### src/rtl/pulse_meter.sv
// Measures phase-to-first-rise, high time and low time of an asynchronous pulse
// train in system clock cycles, in one-shot or continuous mode.
module pulse_meter #(
    parameter int CW = 16
) (
    input  logic          clk,
    input  logic          rst_n,
    input  logic          start,
    input  logic          cont,
    input  logic          abort,
    input  logic          sig_in,
    output logic          busy,
    output logic          meas_valid,
    output logic [CW-1:0] phase_cnt,
    output logic [CW-1:0] ton_cnt,
    output logic [CW-1:0] toff_cnt,
    output logic          timeout
);

    typedef enum logic [1:0] {
        IDLE      = 2'd0,
        WAIT_RISE = 2'd1,
        HIGH      = 2'd2,
        LOW       = 2'd3
    } state_t;

    localparam logic [CW-1:0] CNT_ONE = {{(CW-1){1'b0}}, 1'b1};
    localparam logic [CW-1:0] CNT_MAX = {CW{1'b1}};

    state_t        state_q, state_d;
    logic          s1_q, s2_q, s3_q;
    logic          rise, fall, sat;
    logic [CW-1:0] cnt_q, cnt_d;
    logic [CW-1:0] phase_q, phase_d;
    logic [CW-1:0] ton_q, ton_d;
    logic [CW-1:0] toff_q, toff_d;
    logic          cont_q, cont_d;
    logic          mv_q, mv_d;
    logic          to_q, to_d;

    // s1/s2 resolve metastability; s3 is the one-cycle history for edge detection
    always_ff @(posedge clk or negedge rst_n) begin
        if (!rst_n) begin
            s1_q <= 1'b0;
            s2_q <= 1'b0;
            s3_q <= 1'b0;
        end else begin
            s1_q <= sig_in;
            s2_q <= s1_q;
            s3_q <= s2_q;
        end
    end

    assign rise = s2_q & ~s3_q;
    assign fall = ~s2_q & s3_q;
    assign sat  = (cnt_q == CNT_MAX);

    always_ff @(posedge clk or negedge rst_n) begin
        if (!rst_n) begin
            state_q <= IDLE;
            cnt_q   <= '0;
            phase_q <= '0;
            ton_q   <= '0;
            toff_q  <= '0;
            cont_q  <= 1'b0;
            mv_q    <= 1'b0;
            to_q    <= 1'b0;
        end else begin
            state_q <= state_d;
            cnt_q   <= cnt_d;
            phase_q <= phase_d;
            ton_q   <= ton_d;
            toff_q  <= toff_d;
            cont_q  <= cont_d;
            mv_q    <= mv_d;
            to_q    <= to_d;
        end
    end

    // Priority within each active state: abort, then edge capture, then saturation
    always_comb begin
        state_d = state_q;
        cnt_d   = cnt_q;
        phase_d = phase_q;
        ton_d   = ton_q;
        toff_d  = toff_q;
        cont_d  = cont_q;
        mv_d    = 1'b0;
        to_d    = 1'b0;
        case (state_q)
            IDLE: begin
                if (start && !abort) begin
                    cnt_d   = CNT_ONE;
                    cont_d  = cont;
                    state_d = WAIT_RISE;
                end
            end
            WAIT_RISE: begin
                if (abort) begin
                    state_d = IDLE;
                end else if (rise) begin
                    phase_d = cnt_q;
                    cnt_d   = CNT_ONE;
                    state_d = HIGH;
                end else if (sat) begin
                    to_d    = 1'b1;
                    state_d = IDLE;
                end else begin
                    cnt_d = cnt_q + CNT_ONE;
                end
            end
            HIGH: begin
                if (abort) begin
                    state_d = IDLE;
                end else if (fall) begin
                    ton_d   = cnt_q;
                    cnt_d   = CNT_ONE;
                    state_d = LOW;
                end else if (sat) begin
                    to_d    = 1'b1;
                    state_d = IDLE;
                end else begin
                    cnt_d = cnt_q + CNT_ONE;
                end
            end
            LOW: begin
                if (abort) begin
                    state_d = IDLE;
                end else if (rise) begin
                    toff_d  = cnt_q;
                    mv_d    = 1'b1;
                    cnt_d   = CNT_ONE;
                    state_d = cont_q ? HIGH : IDLE;
                end else if (sat) begin
                    to_d    = 1'b1;
                    state_d = IDLE;
                end else begin
                    cnt_d = cnt_q + CNT_ONE;
                end
            end
            default: state_d = IDLE;
        endcase
    end

    assign busy       = (state_q != IDLE);
    assign meas_valid = mv_q;
    assign timeout    = to_q;
    assign phase_cnt  = phase_q;
    assign ton_cnt    = ton_q;
    assign toff_cnt   = toff_q;

endmodule
### config.mk
export PLATFORM = sky130hd
export DESIGN_NAME = pulse_meter
export DESIGN_NICKNAME = d
export VERILOG_FILES = /design/src/rtl/pulse_meter.sv
export SDC_FILE = /design/constraint.sdc
export NUM_CORES = 1
export LEC_CHECK = 0
export CORE_MARGIN = 4
export CORE_UTILIZATION = 30
export CTS_CLUSTER_DIAMETER = 200
export DETAILED_ROUTE_END_ITERATION = 8
export GPL_TIMING_DRIVEN = 0
export SYNTH_ARGS = -nofsm -noshare
export SYNTH_HDL_FRONTEND = slang
export SYNTH_SLANG_ARGS = --single-unit
### constraint.sdc
create_clock -name clk -period 5.3 [get_ports clk]
set_input_delay 0.53 -clock clk [delete_from_list [all_inputs] [get_ports clk]]
set_output_delay 0.53 -clock clk [all_outputs]
set_load 0.02 [all_outputs]
==> results of run 1 <==
[state kept, by name, summed over array words and instances (netlist names)]
signal / count
toff_cnt: 16
state_q: 2
s2_q: 1
ton_cnt: 16
cnt_q: 16
timeout: 1
phase_cnt: 16
cont_q: 1
s3_q: 1
meas_valid: 1
s1_q: 1
[power groups by stage]
stage	Combinational (mW)	Clock [mW]	Sequential (mW)
global route	0.157	0.527	0.598
global placement	0.136	0	0.605
floorplan	0.0583	0	0.619
CTS	0.144	0.499	0.594
finish	0.141	0.481	0.594
detailed placement	0.142	0	0.605
[per-layer routing]
| layer | global-route usage [%] | share of wire, % | up-vias |
|---|---|---|---|
| li1 | - | - | 1041 |
| met1 | 16.5 | 45 | 1105 |
| met2 | 20.0 | 48 | 56 |
| met3 | 5.07 | 6.0 | 8 |
| met4 | 3.43 | 1.2 | 0 |
| met5 | 0 | 0 | - |
[logic make-up after synthesis]
kind of cell / after synthesis / share of synthesized area, %
compound gates: 35 / 6.84
fa+ha+maj: 1 / 0.398
buf+inv: 21 / 3.66
flops: 72 / 57.3
mux: 51 / 18.2
simple gates: 65 / 13.6
[critical path: stages (launching register included)]
cell,delay (ns)
dfrtp_1,0.36
buf_4,0.16
or2_2,0.31
clkdlybuf4s50_1,0.54
[layout by cell type (no fill, tap or decap), types with 2 or more instances in the layout]
master | Yosys | routed
dfrtp_1 | 72 | 72
clkdlybuf4s50_1 | 0 | 55
mux2_2 | 49 | 49
a21oi_1 | 16 | 16
o31ai_1 | 11 | 11
nand3_1 | 10 | 10
or4_1 | 10 | 10
clkbuf_8 | 0 | 10
buf_2 | 7 | 7
nand4_1 | 6 | 6
clkbuf_1 | 4 | 5
nand2_1 | 5 | 5
or3_1 | 5 | 5
buf_4 | 3 | 4
nand3b_1 | 4 | 4
inv_1 | 4 | 4
nand2b_1 | 3 | 3
nor2_1 | 3 | 3
o21ai_0 | 3 | 3
buf_6 | 2 | 2
and3_1 | 2 | 2
o211ai_1 | 2 | 2
nor3b_1 | 2 | 2
nor4_1 | 2 | 2
mux2i_1 | 2 | 2
bufinv_16 | 0 | 2
clkinvlp_4 | 0 | 2
[final cells by class]
type,instances,area [um2],area share (%)
clock inverter,5,80.1,1.94
timing repair buffer,58,596,14.4
multi-input combinational,152,1230,29.7
sequential,72,1800,43.6
clock buffer,11,141,3.42
buffer,17,100,2.42
tap,136,170,4.12
inverter,4,15.0,0.363
[how the worst min path moves through the flow]
stage / slack, ns / from / cells after the start / endpoint
floorplan: 0.23 / rst_n / 0 / cnt_q[0]
global placement: 0.34 / s1_q / 0 / s2_q
detailed placement: 0.33 / rst_n / 1 / meas_valid
CTS: 0.36 / s1_q / 0 / s2_q
global route: 0.38 / s1_q / 0 / s2_q
finish: 0.36 / s1_q / 0 / s2_q
[through the flow]
step / setup slack (ns) / utilization, % / hold WS, ns
after floorplan: 3.42 / - / 0.234
after global placement: 1.17 / 37.7 / 0.336
after detailed placement: 2.65 / 38.0 / 0.329
after CTS: 3.04 / 40.2 / 0.361
after global routing: 2.94 / 40.2 / 0.376
final: 3.07 / 40.2 / 0.359
==> reports/results.txt, run 1 <==
Mapped Nets: 252
nets: 321
Ant. Diodes: 0
post-placement cell count: 438
Post-CTS Setup Repair Bufs: 0
row count: 37
CP required: 4.77 ns
RSZ-0062 raised after global routing: no
post-synthesis cell count: 245
crit end category: output pin
Final Cell Area: 4130 um2
syn_area_per_cell: 12.8 um2
top post-synthesis cells by count: 72 x dfrtp_1, 49 x mux2_2, 16 x a21oi_1
Hold-fix buffers, CTS: 1
share of layout cells above drive strength 1: 26.6%
Worst setup SP type: register
Congestion Overflow GR: 0
Int Power: 917 uW
Ys Warns: 0
switching power: 299 uW
total leakage power: 1.82 nW
largest net degree at the start of global routing: 72
Top FF cell, synth: dfrtp_1
fmax: 447 MHz
area share of the largest cell type after synthesis: 57.3%
outcome: finished, final reports clean
post-route setup TNS: 0 ns
MaxCap Viol Count: 0
vias in the first global route: 2295
fin cells: 455
Post-synth EDFFs: 0
Setup-failing EPs final: 0
Hold Crit Class: register to register
core area: 10300 um2
Vias per Instance: 4.86
most frequent cell after synthesis: dfrtp_1
Tot GR Track Use: 12.8%
initial antenna violation count: 0
Switching Fraction: 24.6%
die width: 110 um
H-tree Lvls: 3
DR vias: 2210
Max-slew headroom: 63.0%
register bit total from synthesis: 72
Clk pwr share: 39.5%
Fin. Hold Viols: 0
Initial Util: 30.6%
sequential fraction of design power: 48.8%
# fillers: 1025
WP data arrival: 1.71 ns
largest cells by area after synthesis: dfrtp_1 57%, mux2_2 18%, o31ai_1 2.6%, a21oi_1 2.5%, or4_1 2.4%
clock skew: 0.0129 ns
die area: 12200 um2
fin crit period: 2.24 ns
combinational power share: 11.6%
FF-to-FF End: cnt_q[10]
num ports: 57
largest area contributor in the netlist: dfrtp_1
Area growth, synth to finish: 31.4%
reg2reg setup slack: 3.17 ns
Max rail drop VDD: 0.151 mV
die extent in y: 110 um
clk sink count: 72
synth unique cells: 41
gp weighted congestion: 0.830
HPWL after detailed placement: 4.72 mm
maximum buffer depth of the clock tree: 2
WL final: 7.04 mm
DRC violations left: 0
power density over the cells: 294 nW/um2
first drt pass iteration count: 4
Area after DPL: 3900 um2
Num CTS Buffers: 9
WL per Instance: 15.5 um
worst-path maximum fanout: 8
Worst Tran Pin Value: 0.556 ns
Mapped Area: 3150 um2
PortBufs: 56
Clock transition at path regs: 0.08 ns
root buf cell: clkbuf_8
R2R Path Start: cnt_q[0]
CTS tree: done
Detailed Route Iter0 Violations: 83
post-synthesis sequential area ratio: 57.3%
WS Path Type: register to output pin
Design Power: 1.22 mW
Post-DRT Antenna Nets: 0
cell depth of the worst flop-to-flop path: 5
global-route wire length before repair: 11.8 mm
period utilization: 42.2%
Post-CTS Resized: 0
Slew Viols, Final: 0
Worst-Skew Late Latency: 0.35 ns
crit path from: state_q[0]
end of the critical path: busy
share of flip-flops with an asynchronous set or reset: 100%
No activity file was read; power rests on OpenSTA's default activity.
==> run 2: changes to the inputs <==
- clock period: 5.3 -> 1.9 ns (I/O delays scaled with it)
==> reports/results.txt, run 2 (synthesis results as in run 1) <==
first drt pass iteration count: 4 (unchanged)
H-tree Lvls: 3 (unchanged)
WL final: 7.22 mm (was 7.04 mm)
root buf cell: clkbuf_8 (unchanged)
Worst-Skew Late Latency: 0.35 ns (about the same)
clk sink count: 72 (unchanged)
Slew Viols, Final: 0 (unchanged)
die extent in y: 110 um (unchanged)
fin cells: 464 (was 455)
die area: 12200 um2 (unchanged)
combinational power share: 13.0% (was 11.6%)
clock skew: 0.0112 ns (was 0.0129 ns)
total leakage power: 1.87 nW (was 1.82 nW)
met3 layer usage reported by global route: 5.07% (unchanged)
fmax: 546 MHz
Switching Fraction: 24.5% (was 24.6%)
initial antenna violation count: 0 (unchanged)
met1 Usage GRT: 16.4% (was 16.5%)
num ports: 57 (unchanged)
RSZ-0062 raised after global routing: yes (was no)
Max-slew headroom: 65.2% (was 63.0%)
DRC violations left: 0 (unchanged)
period utilization: 96.4%
Post-DRT Antenna Nets: 0 (unchanged)
share of layout cells above drive strength 1: 33.8% (was 26.6%)
Tot GR Track Use: 12.9% (was 12.8%)
cell depth of the worst flop-to-flop path: 5 (unchanged)
Worst setup SP type: register (unchanged)
gp weighted congestion: 0.830 (unchanged)
CP required: 2.18 ns (was 4.77 ns)
HPWL after detailed placement: 4.72 mm (unchanged)
MaxCap Viol Count: 0 (unchanged)
Setup WS pre-CTS: -0.408 ns (was 2.65 ns)
PortBufs: 56 (unchanged)
Seq. cell area: 1810 um2 (was 1800 um2)
Clk pwr share: 39.0% (was 39.5%)
R2R Path Start: cnt_q[0] (unchanged)
Clock transition at path regs: 0.07 ns (was 0.08 ns)
outcome: finished, final reports clean (unchanged)
Area growth, synth to finish: 35.8% (was 31.4%)
die width: 110 um (unchanged)
Initial Util: 30.6% (unchanged)
Vias per Instance: 4.89 (was 4.86)
row count: 37 (unchanged)
Setup-failing EPs final: 0 (unchanged)
switching power: 841 uW (was 299 uW)
most used routing layer in global routing: met2 (unchanged)
reg2reg setup slack: 0.07 ns (was 3.17 ns)
fin crit period: 1.83 ns
power density over the cells: 802 nW/um2 (was 294 nW/um2)
FF-to-FF End: cnt_q[10] (unchanged)
maximum buffer depth of the clock tree: 2 (unchanged)
vias in the first global route: 2319 (was 2295)
core area: 10300 um2 (unchanged)
Worst Tran Pin Value: 0.518 ns (was 0.556 ns)
global-route wire length before repair: 11.9 mm (was 11.8 mm)
CTS tree: done (unchanged)
post-placement cell count: 438 (unchanged)
Max rail drop VDD: 0.436 mV (was 0.151 mV)
Ant. Diodes: 0 (unchanged)
Num CTS Buffers: 9 (unchanged)
Int Power: 2.59 mW (was 917 uW)
Congestion Overflow GR: 0 (unchanged)
largest net degree at the start of global routing: 72 (unchanged)
sequential fraction of design power: 48.0% (was 48.8%)
post-route setup TNS: 0 ns (unchanged)
# fillers: 1014 (was 1025)
met2 Track Usage GR: 20.6% (was 20.0%)
WS Path Type: register to register (was register to output pin)
Design Power: 3.43 mW (was 1.22 mW)
DR vias: 2270 (was 2210)
WL per Instance: 15.6 um (was 15.5 um)
nets: 330 (was 321)
Fin. Hold Viols: 0 (unchanged)
PnR worst setup slack: 0.0679 ns (was 3.07 ns)
Detailed Route Iter0 Violations: 84 (was 83)
most frequent cells in the layout: 64 x dfrtp_1, 54 x clkdlybuf4s50_1, 49 x mux2_2 (was 72 x dfrtp_1, 55 x clkdlybuf4s50_1, 49 x mux2_2)
worst-path maximum fanout: 5 (was 8)
Hold Crit Class: input pin to asynchronous set/reset pin (was register to register)
multi-input logic area: 1260 um2 (was 1230 um2)
WP data arrival: 2.11 ns (was 1.71 ns)
commonest non-fill, non-tap cell in the layout: dfrtp_1 (unchanged)
crit end category: register (was output pin)
==> run 2: cell types whose count changed in the layout (fill, tap and decap cells not counted), moves of 2 or more <==
cell,before,now
buf_4,4,12
dfrtp_1,72,64
dfrtp_2,0,8
buf_2,7,4
a21oi_1,16,14
a21oi_2,0,2
buf_6,2,4
buf_8,0,2
or4_1,10,8
or4_4,0,2
==> run 2: per-stage QoR <==
step | area [um2] | util (%) | hold slack, ns
2_1_floorplan | 3150 | - | -0.106
3_3_place_gp | 3880 | 37.7 | 0.336
3_5_place_dp | 3900 | 38.0 | -0.0110
4_1_cts | 4190 | 40.8 | 0.164
5_1_grt | 4270 | 41.6 | 0.176
6_report | 4270 | 41.6 | 0.188
==> run 2: worst max path at each step <==
stage | startpoint | endpoint | cells past startpoint
floorplan | cnt_q[0] | cnt_q[14] | 5
global route | s2_q | ton_cnt[8] | 6
finish | cnt_q[0] | cnt_q[10] | 5
CTS | cnt_q[3] | cnt_q[10] | 5
global placement | rst_n | phase_cnt[0] | 1
detailed placement | abort | toff_cnt[4] | 6
==> run 2: critical path, stage by stage, from the launching register on <==
cell and delay [ns]:
dfrtp_2 0.38, ha_2 0.20, nand3_1 0.12, or3_4 0.38, or4_1 0.53, a21oi_2 0.15
==> run 2: power by group through the flow <==
stage / registers, mW / clock network (mW) / logic (mW)
5_1_grt: 1.65 / 1.47 / 0.494
4_1_cts: 1.64 / 1.39 / 0.440
2_1_floorplan: 1.73 / 0 / 0.163
3_3_place_gp: 1.69 / 0 / 0.379
6_report: 1.64 / 1.34 / 0.446
3_5_place_dp: 1.69 / 0 / 0.396
==> run 2: final cells by class <==
class	instances	area share (%)
sequential	72	42.4
multi-input combinational	152	29.5
timing repair buffer	68	15.8
tap	136	3.98
clock buffer	11	3.31
buffer	16	2.87
clock inverter	5	1.87
inverter	4	0.351
==> run 2: timing repair <==
action                                  CTS  global route
endpoints found under the hold margin    72             0
endpoints found under the setup margin   46            36
pin swaps                                 2             4
gates cloned                              0             0
resized for setup                        12            15
hold buffers                              1             0
setup buffers                             4             6
==> run 2: metal layers <==
metal / vias up / part of all wire [%] / wire (um)
met5: - / 0 / 0
met4: 0 / 1.2 / 90
met3: 8 / 6.1 / 441
met2: 64 / 48 / 3440
met1: 1137 / 45 / 3250
li1: 1061 / - / -
